## src/rtl/idex_operand_stage.sv

```systemverilog
// ID/EX operand stage: 4x8 register file (R3 = SP), operand resolution with
// EX/MEM forwarding and write-through, load-use stall detection, IDEX register.
module idex_operand_stage #(
    parameter logic [7:0] SP_RESET = 8'hFF
) (
    input  logic       clk,
    input  logic       rst,
    input  logic       IFID_valid,
    input  logic [7:0] IFID_instr,
    input  logic [7:0] IFID_imm,
    input  logic       forward_ex_valid,
    input  logic [1:0] forward_ex_reg,
    input  logic [7:0] forward_ex_data,
    input  logic       forward_mem_valid,
    input  logic [1:0] forward_mem_reg,
    input  logic [7:0] forward_mem_data,
    input  logic       wb_we,
    input  logic [1:0] wb_reg,
    input  logic [7:0] wb_data,
    input  logic       wb_sp_we,
    input  logic [7:0] wb_sp,
    input  logic       ex_load_valid,
    input  logic [1:0] ex_load_reg,
    input  logic       flush,
    input  logic       ex_hold,
    output logic       IDEX_valid,
    output logic [3:0] IDEX_opcode,
    output logic [1:0] IDEX_ra,
    output logic [1:0] IDEX_rb,
    output logic [7:0] IDEX_a,
    output logic [7:0] IDEX_b,
    output logic [7:0] IDEX_imm,
    output logic [7:0] IDEX_sp,
    output logic       stall_ifid
);

    localparam int unsigned NREG = 4;
    localparam int unsigned DW   = 8;

    logic [DW-1:0] rf_q [NREG];
    logic [DW-1:0] rf_d [NREG];
    logic [DW-1:0] res  [NREG];

    logic          idex_valid_q,  idex_valid_d;
    logic [3:0]    idex_opcode_q, idex_opcode_d;
    logic [1:0]    idex_ra_q,     idex_ra_d;
    logic [1:0]    idex_rb_q,     idex_rb_d;
    logic [DW-1:0] idex_a_q,      idex_a_d;
    logic [DW-1:0] idex_b_q,      idex_b_d;
    logic [DW-1:0] idex_imm_q,    idex_imm_d;
    logic [DW-1:0] idex_sp_q,     idex_sp_d;

    logic [3:0] dec_opcode;
    logic [1:0] dec_ra;
    logic [1:0] dec_rb;

    assign dec_opcode = IFID_instr[7:4];
    assign dec_ra     = IFID_instr[3:2];
    assign dec_rb     = IFID_instr[1:0];

    // Next register-file contents; SP write-back overrides a GPR write to R3.
    always_comb begin
        for (int i = 0; i < NREG; i++) begin
            rf_d[i] = rf_q[i];
        end
        if (wb_we) begin
            rf_d[wb_reg] = wb_data;
        end
        if (wb_sp_we) begin
            rf_d[NREG-1] = wb_sp;
        end
    end

    // Per-register resolved value: forward EX > forward MEM > write-through > file.
    always_comb begin
        for (int i = 0; i < NREG; i++) begin
            res[i] = rf_d[i];
            if (forward_mem_valid && forward_mem_reg == 2'(i)) begin
                res[i] = forward_mem_data;
            end
            if (forward_ex_valid && forward_ex_reg == 2'(i)) begin
                res[i] = forward_ex_data;
            end
        end
    end

    // Load-use hazard against either source register; a flush cancels it.
    always_comb begin
        stall_ifid = IFID_valid & ex_load_valid
                   & ((ex_load_reg == dec_ra) | (ex_load_reg == dec_rb))
                   & ~flush;
    end

    // IDEX next state: flush > hold > bubble > load.
    always_comb begin
        idex_valid_d  = idex_valid_q;
        idex_opcode_d = idex_opcode_q;
        idex_ra_d     = idex_ra_q;
        idex_rb_d     = idex_rb_q;
        idex_a_d      = idex_a_q;
        idex_b_d      = idex_b_q;
        idex_imm_d    = idex_imm_q;
        idex_sp_d     = idex_sp_q;
        if (flush) begin
            idex_valid_d = 1'b0;
        end else if (ex_hold) begin
            idex_valid_d = idex_valid_q;
        end else if (stall_ifid) begin
            idex_valid_d = 1'b0;
        end else begin
            idex_valid_d  = IFID_valid;
            idex_opcode_d = dec_opcode;
            idex_ra_d     = dec_ra;
            idex_rb_d     = dec_rb;
            idex_a_d      = res[dec_ra];
            idex_b_d      = res[dec_rb];
            idex_imm_d    = IFID_imm;
            idex_sp_d     = res[NREG-1];
        end
    end

    // State registers with asynchronous reset.
    always_ff @(posedge clk or posedge rst) begin
        if (rst) begin
            for (int i = 0; i < NREG - 1; i++) begin
                rf_q[i] <= '0;
            end
            rf_q[NREG-1]  <= SP_RESET;
            idex_valid_q  <= 1'b0;
            idex_opcode_q <= '0;
            idex_ra_q     <= '0;
            idex_rb_q     <= '0;
            idex_a_q      <= '0;
            idex_b_q      <= '0;
            idex_imm_q    <= '0;
            idex_sp_q     <= '0;
        end else begin
            for (int i = 0; i < NREG; i++) begin
                rf_q[i] <= rf_d[i];
            end
            idex_valid_q  <= idex_valid_d;
            idex_opcode_q <= idex_opcode_d;
            idex_ra_q     <= idex_ra_d;
            idex_rb_q     <= idex_rb_d;
            idex_a_q      <= idex_a_d;
            idex_b_q      <= idex_b_d;
            idex_imm_q    <= idex_imm_d;
            idex_sp_q     <= idex_sp_d;
        end
    end

    assign IDEX_valid  = idex_valid_q;
    assign IDEX_opcode = idex_opcode_q;
    assign IDEX_ra     = idex_ra_q;
    assign IDEX_rb     = idex_rb_q;
    assign IDEX_a      = idex_a_q;
    assign IDEX_b      = idex_b_q;
    assign IDEX_imm    = idex_imm_q;
    assign IDEX_sp     = idex_sp_q;

endmodule
```

## config.mk

```make
export PLATFORM = sky130hd
export DESIGN_NAME = idex_operand_stage
export DESIGN_NICKNAME = d
export VERILOG_FILES = /design/src/rtl/idex_operand_stage.sv
export SDC_FILE = /design/constraint.sdc
export NUM_CORES = 1
export LEC_CHECK = 0
export BUFFER_PORTS_ARGS = -buffer_cell sky130_fd_sc_hd__buf_2
export CAP_MARGIN = 20
export CORE_MARGIN = 1.5
export CORE_UTILIZATION = 40
export DETAILED_ROUTE_END_ITERATION = 8
export HOLD_SLACK_MARGIN = 0.05
export PLACE_DENSITY = 0.65
export SETUP_SLACK_MARGIN = 0.05
export SLEW_MARGIN = 5
export SYNTH_ARGS = -nofsm -noshare
export SYNTH_HDL_FRONTEND = slang
export SYNTH_SLANG_ARGS = --single-unit
```

## constraint.sdc

```tcl
create_clock -name clk -period 2.39 [get_ports clk]
set_input_delay 0.478 -clock clk [delete_from_list [all_inputs] [get_ports clk]]
set_output_delay 0.478 -clock clk [all_outputs]
set_load 0.03 [all_outputs]
```

Word-level counts from Yosys, hierarchy flattened
Cells that the tools add are included.
Storage, ports and cells
  bits in registers: 73
  bits of input ports: 66
  output and inout bits: 42
  logic and storage cells: 69
Cells by class
  order comparisons: 4
  equal/unequal tests: 9
  mux-type cells: 22
  bitwise gates (word level): 10
  reduce and logical (&&, ||, !) cells: 12
Operators by type and width (number)
  $mux W8: 14
  $bmux W8 S2: 2
  $bwmux W32: 1
  $mux W32: 1
  $demux W8 S2: 1
  $ge A3 B3 Y1 const B: 3
  $logic_and A1 B1 Y1: 9
  $not A2 Y3: 3
  $eq A2 B2 Y1 const B: 4
  $eq A2 B1 Y1 const B: 2
  $eq A2 B2 Y1: 2
  $logic_not A2 Y1: 2
  $and A1 B1 Y1: 3
  $lt A3 B1 Y1 const B: 1
  $mux W1: 3
  $not A1 Y1: 3
  $reduce_and A3 Y1: 1
  $ne A2 B2 Y1 const B: 1
  $or A1 B1 Y1: 1

Longest topological paths before layout
Gate-level depths: netlist of run 1.
  word-level depth: 13
  depth in mapped cells: 7
  mapped depth without buffers: 5

Worst setup path before layout of run 1
No wires, ideal clock.
  path kind: input-to-output
  from: input IFID_instr[3]
  to: output stall_ifid
  arrival: 1641 ps
  required time: 1912 ps
  slack: 271 ps
  stages: 4
  path buffers: 0
  cells stage by stage: xor2_1 -> o22ai_1 -> nand2_1 -> nor3b_1
Between the ends
  word-level cells in the longest chain between the ends: 4
RTL lines
  start: declaration: line 9  | input logic [7:0] IFID_instr,
  $eq A2 B2 Y1: line 90  | & ((ex_load_reg == dec_ra) | (ex_load_reg == dec_rb))
  $or A1 B1 Y1: line 90
  $and A1 B1 Y1: line 90
  $and A1 B1 Y1: line 91  | & ~flush;
  end: declaration: line 34  | output logic stall_ifid
No other way between the ends.

Worst setup path in the final report of run 1
  from: input IFID_instr[2]
  to: output stall_ifid
Same word-level chain as after synthesis.

==> flow_summary.ini, run 1 <==
[outcome]
outcome = completed

[sta]
fin_worst_skew_ps = 9.39
fin_crit_ps = 2110
finalSetupViolCount = 0
tightest_slew_ps = 633
drv_slew = 0
fin_crit_sh_pct = 88.3
hold_viol_final = 0
max-slew-margin-rel_pct = 57.6
fmax_mhz = 474
rsz0062_at_grt = no
fin_setup_tns_ps = 0

[clock_tree]
cts_buffer_depth = 2
numCtsBuffers = 9
holdBufCountCts = 0
clk_transition_reported_paths_ps = 80
cts_sinks = 73
cts_resized = 0
htree_levels = 3
cts_setup_buffers = 0
cts-root-buf = clkbuf_8
cts_tree = yes
clock_latency_ps = 360

[finish]
fin_util_pct = 51.1
antenna_cells = 0
drive_gt1_share_pct = 35.2
fin_nets = 606
syn_to_final_growth_pct = 24.0

[route]
wl_per_cell_um = 20.0
route.antenna.remaining_nets = 0
viasPerCell = 6.19
num_vias = 4213
wirelength_mm = 13.6
dr.pass1.iters = 5
drtIter0Drc = 392
drc = 0

[job]
maxCapViolations = 0

[placement]
gp_congestion = 0.920
io_buffer_count = 107
dp_hpwl_mm = 10.3

[synth]
postSynthAreaPerCell_sq_um = 9.90
syn-cell-area_sq_um = 4240
ys_types = 37
ys_top_cells_by_area = dfrtp_1 (38%), mux2_2 (6.4%), a221oi_1 (6.2%), o211ai_1 (5.7%), dfstp_2 (5.0%)
synthCells = 428
synth.ff_latch_count = 73
syn_nets = 494
yosysTopAreaCellShare_pct = 38.4
yosys_warnings = 0
ys_seq_area_share_pct = 43.4
netlist.top_cell.by_area = dfrtp_1

[global_route]
grt_pass1_vias = 4015
grt_pass1_wl_mm = 21.6
antenna_found_initial = 0
overflow = 0
grt_max_degree = 74
track_usage_pct = 25.1

[die]
core_sq_um = 10300
num_rows = 37
ioPinCount = 108
die_w_um = 106
die_height_um = 106
die-area_sq_um = 11200
start_util_pct = 41.2

[critical_path]
critPathLaunchType = primary input
arrival_ps = 1630
critical_path.max_fanout = 4
path_class = in2out
crit_path_end_kind = output pin
worstPathRequired_ps = 1910

[power]
powerDensity_nw_per_um2 = 736
cellLeakagePower_nw = 2.21
ir_drop_uv = 317

[hold_path]
hold_path_class = in2async
==> final timing paths <==
check,start,endpoint,slack [ps],depth (start not counted)
worst max-delay path,IFID_instr[2],stall_ifid,280,6
worst min-delay path,rst,IDEX_imm[7]$_DFFE_PP0P_,160,3
worst max register to register,rf_q[5]$_DFF_PP1_,IDEX_b[5]$_DFFE_PP0P_,750,4
worst min register to register,rf_q[26]$_DFF_PP0_,rf_q[26]$_DFF_PP0_,510,1
max in group asynchronous,rst,rf_q[1]$_DFF_PP1_,1860,3
min in group clk,flush,IDEX_valid$_DFFE_PP0P_,320,2
==> layout by cell type (no fill, tap or decap), types with 3 or more instances in the layout <==
cell / netlist / layout
dfstp_2: 8 / 8
o21ai_0: 30 / 30
nand3_1: 3 / 3
and3b_1: 4 / 4
buf_12: 0 / 4
buf_2: 11 / 107
xor2_1: 4 / 4
and2_1: 11 / 11
nand3b_1: 7 / 7
a221oi_1: 30 / 30
a31oi_1: 24 / 24
a22o_1: 24 / 24
buf_4: 4 / 25
nand2_1: 27 / 27
nor2b_1: 16 / 16
o21ai_1: 10 / 10
o31ai_1: 8 / 8
nor2_1: 26 / 26
and4_1: 8 / 8
o211ai_1: 32 / 32
mux2_2: 24 / 24
a22oi_1: 16 / 16
clkbuf_8: 0 / 10
dfrtp_1: 65 / 65
==> critical path, cell delays in order <==
cell	delay (ps)
buf_2	130
xor2_1	160
o22ai_1	280
nand2_1	130
nor3b_1	220
buf_2	230
==> synthesized netlist by cell type <==
master,count
mux2_2,24
xor2_1,4
o22ai_1,1
nand3b_1,7
a311oi_1,1
a221oi_1,30
a22oi_1,16
o31ai_1,8
o211ai_1,32
inv_1,1
buf_4,4
a22o_1,24
clkbuf_1,11
or3b_2,2
dfstp_2,8
o21ai_0,30
and2_1,11
buf_6,2
o21ai_1,10
or3b_1,1
and2b_1,1
a21oi_1,1
clkinv_1,2
buf_1,7
and3_1,1
nand3_1,3
and4_1,8
nor2b_1,16
nor3b_2,2
nand2_1,27
dfrtp_1,65
buf_2,11
nor2_1,26
a31oi_1,24
a221oi_2,2
and3b_1,4
nor3b_1,1
==> flip-flops by register name, indices dropped and copies added, names as in the netlist <==
name and cells:
IDEX_sp 8, IDEX_valid 1, IDEX_opcode 4, IDEX_imm 8, IDEX_b 8, IDEX_ra 2, IDEX_a 8, rf_q 32
IDEX_rb 2
==> report_power, final <==
| part | total (W) | internal (W) | leakage (nW) | switching [W] |
|---|---|---|---|---|
| clock network | 0.00102 | 0.000513 | 0.103 | 0.000504 |
| logic | 0.00128 | 0.000481 | 1.25 | 0.000797 |
| registers | 0.00157 | 0.00146 | 0.859 | 0.000112 |
| total | 0.00387 | 0.00246 | 2.21 | 0.00141 |
==> stage by stage <==
step	power, W	std cells	setup WS (ps)	hold WS, ps	area, sq um
after detailed placement	0.00287	665	199	487	5050
final	0.00387	681	281	159	5250
after global routing	0.00406	681	191	223	5250
after floorplan	0.00240	428	72.0	467	4240
after global placement	0.00285	665	198	485	5050
after CTS	0.00388	681	280	209	5250
==> kinds of logic (layout without fill, tap and decap cells) <==
family | Yosys count | after routing | share of synthesized area [%]
xor+xnor | 4 | 4 | 0.827
buf+inv | 38 | 155 | 4.40
compound gates | 179 | 179 | 30.5
flops | 73 | 73 | 43.4
simple gates | 110 | 110 | 14.5
mux | 24 | 24 | 6.38
==> metal layers <==
metal	share of wire [%]	wire [um]	up-vias	global-route usage [%]
li1	-	-	1894	-
met1	43	5810	2081	34.1
met2	49	6650	205	41.2
met3	6.6	895	33	4.17
met4	2.1	286	0	7.63
met5	0	0	-	0
==> area by class of cell <==
type | count | area (sq um)
timing repair buffer | 136 | 803
inverter | 3 | 11.3
fill | 964 | 5020
clock inverter | 6 | 65.1
sequential | 73 | 1840
clock buffer | 10 | 138
tap | 136 | 170
multi-input combinational | 317 | 2230
Note: power is estimated with default switching activity, not from simulation.
==> inputs of run 2 (changes only) <==
Settings changed: PLACE_DENSITY 0.65 to 0.71.
Clock period 2.39 ns to 2.1 ns, I/O delays scaled along.
==> run 2 against run 1 <==
Against the previous run:
- count of clock-buffer cells in the layout is 1 lower
- first-iteration DRC count fell by 15%
- clock skew hardly changed
- critical path depth grew 2
- critical path type is now in2reg
- combinational power rose by 23%
- setup slack worse by 130 ps
- non-clock buffer count up 42
- sequential power increased by 15%
- core utilization rose by 3.4 points
- highest routed layer unchanged
- sequential share of layout area is 2.2 points lower
==> flow_summary.ini, run 2 (synthesis results as in run 1) <==
[die]
ioPinCount = 108
die_height_um = 106
core_sq_um = 10300
num_rows = 37
die-area_sq_um = 11200
start_util_pct = 41.2
die_w_um = 106

[clock_tree]
numCtsBuffers = 9
cts_setup_buffers = 0
cts_buffer_depth = 2
holdBufCountCts = 0
cts_sinks = 73
cts_resized = 0
cts-root-buf = clkbuf_8
clock_latency_ps = 360
cts_tree = yes
htree_levels = 3
clk_transition_reported_paths_ps = 90

[route]
viasPerCell = 6.01
dr.pass1.iters = 5
wl_per_cell_um = 21.1
wirelength_mm = 15.3
route.antenna.remaining_nets = 0
drc = 0
num_vias = 4346
drtIter0Drc = 332

[power]
clkPwrFrac_pct = 29.3
cellLeakagePower_nw = 2.43
power_frac_seq_pct = 37.8
ir_drop_uv = 525
switching_share_pct = 35.4
p_int_w = 0.00307
total_power_w = 0.00476
powerDensity_nw_per_um2 = 849
switchingPower_w = 0.00168
pwr-share-comb_pct = 33.0

[placement]
io_buffer_count = 107
gp_congestion = 0.906
preCtsSetupSlack_ps = -148
dp.cells = 707
dp_hpwl_mm = 11.8

[global_route]
grt_max_degree = 49
track_usage_pct = 27.9
grt_pass1_vias = 4247
antenna_found_initial = 0
overflow = 0
grt_pass1_wl_mm = 23.7

[finish]
regMostFlops = rf_q
final_common_cell = buf_2
antenna_cells = 0
finalNonFillerCells = 723
largest_reg_flops = 32
fin_nets = 648
syn_to_final_growth_pct = 32.4
final_cell_mix = buf_2 (107), buf_4 (69), dfrtp_1 (65)
drive_gt1_share_pct = 40.2
fillers = 956

[sta]
max-slew-margin-rel_pct = 51.0
rsz0062_at_grt = no
fin_worst_skew_ps = 9.46
holdWs_ps = 129
fmax_mhz = 513
fin_crit_ps = 1950
tightest_slew_ps = 729
drv_slew = 0
hold_viol_final = 0
post-route-worst-setup-slack_ps = 152
fin_crit_sh_pct = 92.8
finalSetupViolCount = 0

[critical_path]
arrival_ps = 2180
r2r_slack_ps = 360
worstPathCellList = buf_2 > buf_4 > nand3b_1 > buf_4 > a221oi_1 > o21ai_1 > a22oi_1 > a31oi_1
worstReg2RegStart = rf_q[6]$_DFF_PP1_
path_class = in2reg
critPathMostFrequentCell = buf_4
r2r_end = IDEX_b[6]$_DFFE_PP0P_
r2r_cells = 4
critPathLaunchType = primary input
slowest_delay_ps = 520
crit_path_end_kind = flip-flop
crit_slowest_cell = a221oi_1
cp-endpoint = IDEX_a[4]$_DFFE_PP0P_
worstPathRequired_ps = 2330
startpoint = wb_reg[1]
critical_path.max_fanout = 12

[hold_path]
hold_path_class = in2async

[job]
maxCapViolations = 0

[outcome]
outcome = completed
-- run 2: metrics by stage --
step / setup TNS, ps / area [sq um] / utilization, %
finish: 0 / 5610 / 54.6
global route: 0 / 5610 / 54.6
CTS: 0 / 5590 / 54.4
detailed placement: -1530 / 5350 / 52.0
global placement: -1100 / 5350 / 52.0
floorplan: 0 / 4240 / -
-- run 2: critical path: cells and delay by family --
kind                   cells  cell delay, ps
AO/OA/AOI/OAI              4            1020
buffers and inverters      3             490
AND/OR/NAND/NOR            1             230
-- run 2: worst min path at each step --
stage                                   from                endpoint  slack, ps  depth (start not counted)
after floorplan           rf_q[10]$_DFF_PP0_      rf_q[10]$_DFF_PP0_        470                          1
after global placement     rf_q[9]$_DFF_PP0_       rf_q[9]$_DFF_PP0_        480                          1
after detailed placement   rf_q[8]$_DFF_PP0_       rf_q[8]$_DFF_PP0_        490                          1
after CTS                                rst  IDEX_valid$_DFFE_PP0P_        140                          2
after global routing                     rst  IDEX_sp[7]$_DFFE_PP0P_        180                          2
final                                    rst  IDEX_valid$_DFFE_PP0P_        130                          2
-- run 2: cell type report --
type / count / area (sq um) / area share (%)
inverters: 3 / 15.0 / 0.268
clock buffers: 9 / 124 / 2.21
multi-input cells: 317 / 2240 / 40.0
well taps: 136 / 170 / 3.04
repair buffers: 178 / 1090 / 19.5
flip-flops and latches: 73 / 1840 / 32.8
clock inverters: 7 / 125 / 2.23
-- run 2: layer usage --
layer  routed length (um)  up-vias  track usage, %
li1                     -     1988               -
met5                    0        -               0
met4                  221        0            6.95
met1                 6600     2147            38.1
met3                  915       20            4.54
met2                 7530      191            46.5
-- run 2: power by group through the flow --
stage	registers (W)	logic (W)	clock network (W)
detailed placement	0.00182	0.00155	0
finish	0.00180	0.00157	0.00139
CTS	0.00179	0.00156	0.00140
floorplan	0.00213	0.000610	0
global placement	0.00181	0.00152	0
global route	0.00182	0.00167	0.00146
==> inputs of run 3 (changes only) <==
Settings changed: CORE_UTILIZATION 40 to 41, PLACE_DENSITY 0.71 to 0.72, SLEW_MARGIN 5 to 20.
==> run 3 against run 2 <==
Against the previous run:
- wire length fell by 5.8%
- critical path depth down 1
- combinational power about the same
- final area is 2.1% lower
- maximum frequency increased by 1.3%
- largest cell class unchanged
- largest power group unchanged
- clock skew is 6.7 ps higher
- via count grew 0.71%
==> flow_summary.ini, run 3 (synthesis results as in run 1) <==
[clock_tree]
cts_sinks = 73
cts-root-buf = clkbuf_8
numCtsBuffers = 9
cts_tree = yes
htree_levels = 3
cts_buffer_depth = 2
clock_latency_ps = 360
holdBufCountCts = 0
clk_transition_reported_paths_ps = 100

[critical_path]
worstPathRequired_ps = 2330
r2r_cells = 4
critPathLaunchType = primary input
cp-endpoint = IDEX_a[5]$_DFFE_PP0P_
worstReg2RegStart = rf_q[5]$_DFF_PP1_
arrival_ps = 2160
r2r_slack_ps = 350
crit_slowest_cell = or3b_1
path_buf_inv = 2
startpoint = wb_reg[0]
slowest_delay_ps = 490
r2r_end = IDEX_b[5]$_DFFE_PP0P_
cp_top_family = compound AO/OA/AOI/OAI gates
critical_path.max_fanout = 6
worstPathCellList = buf_2 > or3b_1 > buf_4 > a221oi_1 > o21ai_1 > o211ai_1 > a31oi_1
path_class = in2reg
crit_cells = 7
crit_path_end_kind = flip-flop

[route]
wirelength_mm = 14.4
drtIter0Drc = 353
drc = 0
wl_per_cell_um = 20.4
num_vias = 4377
viasPerCell = 6.21
route.antenna.remaining_nets = 0
dr.pass1.iters = 5

[global_route]
antenna_found_initial = 0
track_usage_pct = 26.6
grt_pass1_vias = 4225
grt_pass1_wl_mm = 22.7
overflow = 0
grt_max_degree = 40

[sta]
max-slew-margin-rel_pct = 49.1
fin_crit_sh_pct = 91.6
fmax_mhz = 520
drv_slew = 0
tightest_slew_ps = 761
fin_crit_ps = 1920
rsz0062_at_grt = no
finalSetupViolCount = 0
hold_viol_final = 0
fin_setup_tns_ps = 0
fin_worst_skew_ps = 16.2

[placement]
io_buffer_count = 107
dp_hpwl_mm = 10.8
gp_congestion = 1.01

[power]
powerDensity_nw_per_um2 = 839
total_power_w = 0.00461
cellLeakagePower_nw = 2.36
ir_drop_uv = 460

[die]
die_height_um = 105
ioPinCount = 108
die-area_sq_um = 10900
core_sq_um = 9910
num_rows = 36
start_util_pct = 42.7
die_w_um = 105

[finish]
fin_nets = 633
largest_reg_flops = 32
fin_util_pct = 55.4
syn_to_final_growth_pct = 29.6
final_common_cell = buf_2
regMostFlops = rf_q
final_cell_mix = buf_2 (107), dfrtp_1 (65), buf_4 (51)
antenna_cells = 0
drive_gt1_share_pct = 38.3

[hold_path]
hold_path_class = in2async

[outcome]
outcome = completed

[job]
maxCapViolations = 0
run 3: layer usage:
metal | part of all wire (%) | up-vias | track usage [%]
li1 | - | 1952 | -
met1 | 43 | 2149 | 36.2
met2 | 47 | 248 | 42.0
met3 | 7.8 | 28 | 5.05
met4 | 2.5 | 0 | 9.78
met5 | 0 | - | 0
run 3: through the flow:
step	worst slack, ps	hold WS (ps)	cells	cell area (sq um)
after global placement	-78.6	484	689	5270
after global routing	112	226	705	5490
after floorplan	97.0	467	428	4240
after detailed placement	-128	482	689	5270
after CTS	120	203	705	5480
final	176	176	705	5490
run 3: worst min-delay path by stage:
stage	slack, ps	end	from
global placement	480	IDEX_imm[2]$_DFFE_PP0P_	IDEX_imm[2]$_DFFE_PP0P_
detailed placement	480	rf_q[9]$_DFF_PP0_	rf_q[9]$_DFF_PP0_
CTS	200	IDEX_b[1]$_DFFE_PP0P_	rst
floorplan	470	rf_q[10]$_DFF_PP0_	rf_q[10]$_DFF_PP0_
global route	230	IDEX_ra[1]$_DFFE_PP0P_	rst
finish	180	IDEX_b[1]$_DFFE_PP0P_	rst
run 3: final cells by class:
cell class / instances / area, sq um
fill: 903 / 4420
multi-input combinational: 317 / 2240
sequential: 73 / 1840
timing repair buffer: 163 / 1020
tap: 133 / 166
clock buffer: 10 / 128
clock inverter: 6 / 90.1
inverter: 3 / 15.0
run 3: timing repair:
item                                    in CTS  in global routing
buffers inserted                             0                  0
gates resized for setup                      0                  1
endpoints found under the setup margin       0                  1
run 3: power by group:
part	leakage (nW)	switching, W	internal (W)	total, W
registers	0.859	0.000133	0.00166	0.00180
clock network	0.107	0.000594	0.000675	0.00127
logic	1.39	0.000940	0.000602	0.00154
total	2.36	0.00167	0.00294	0.00461
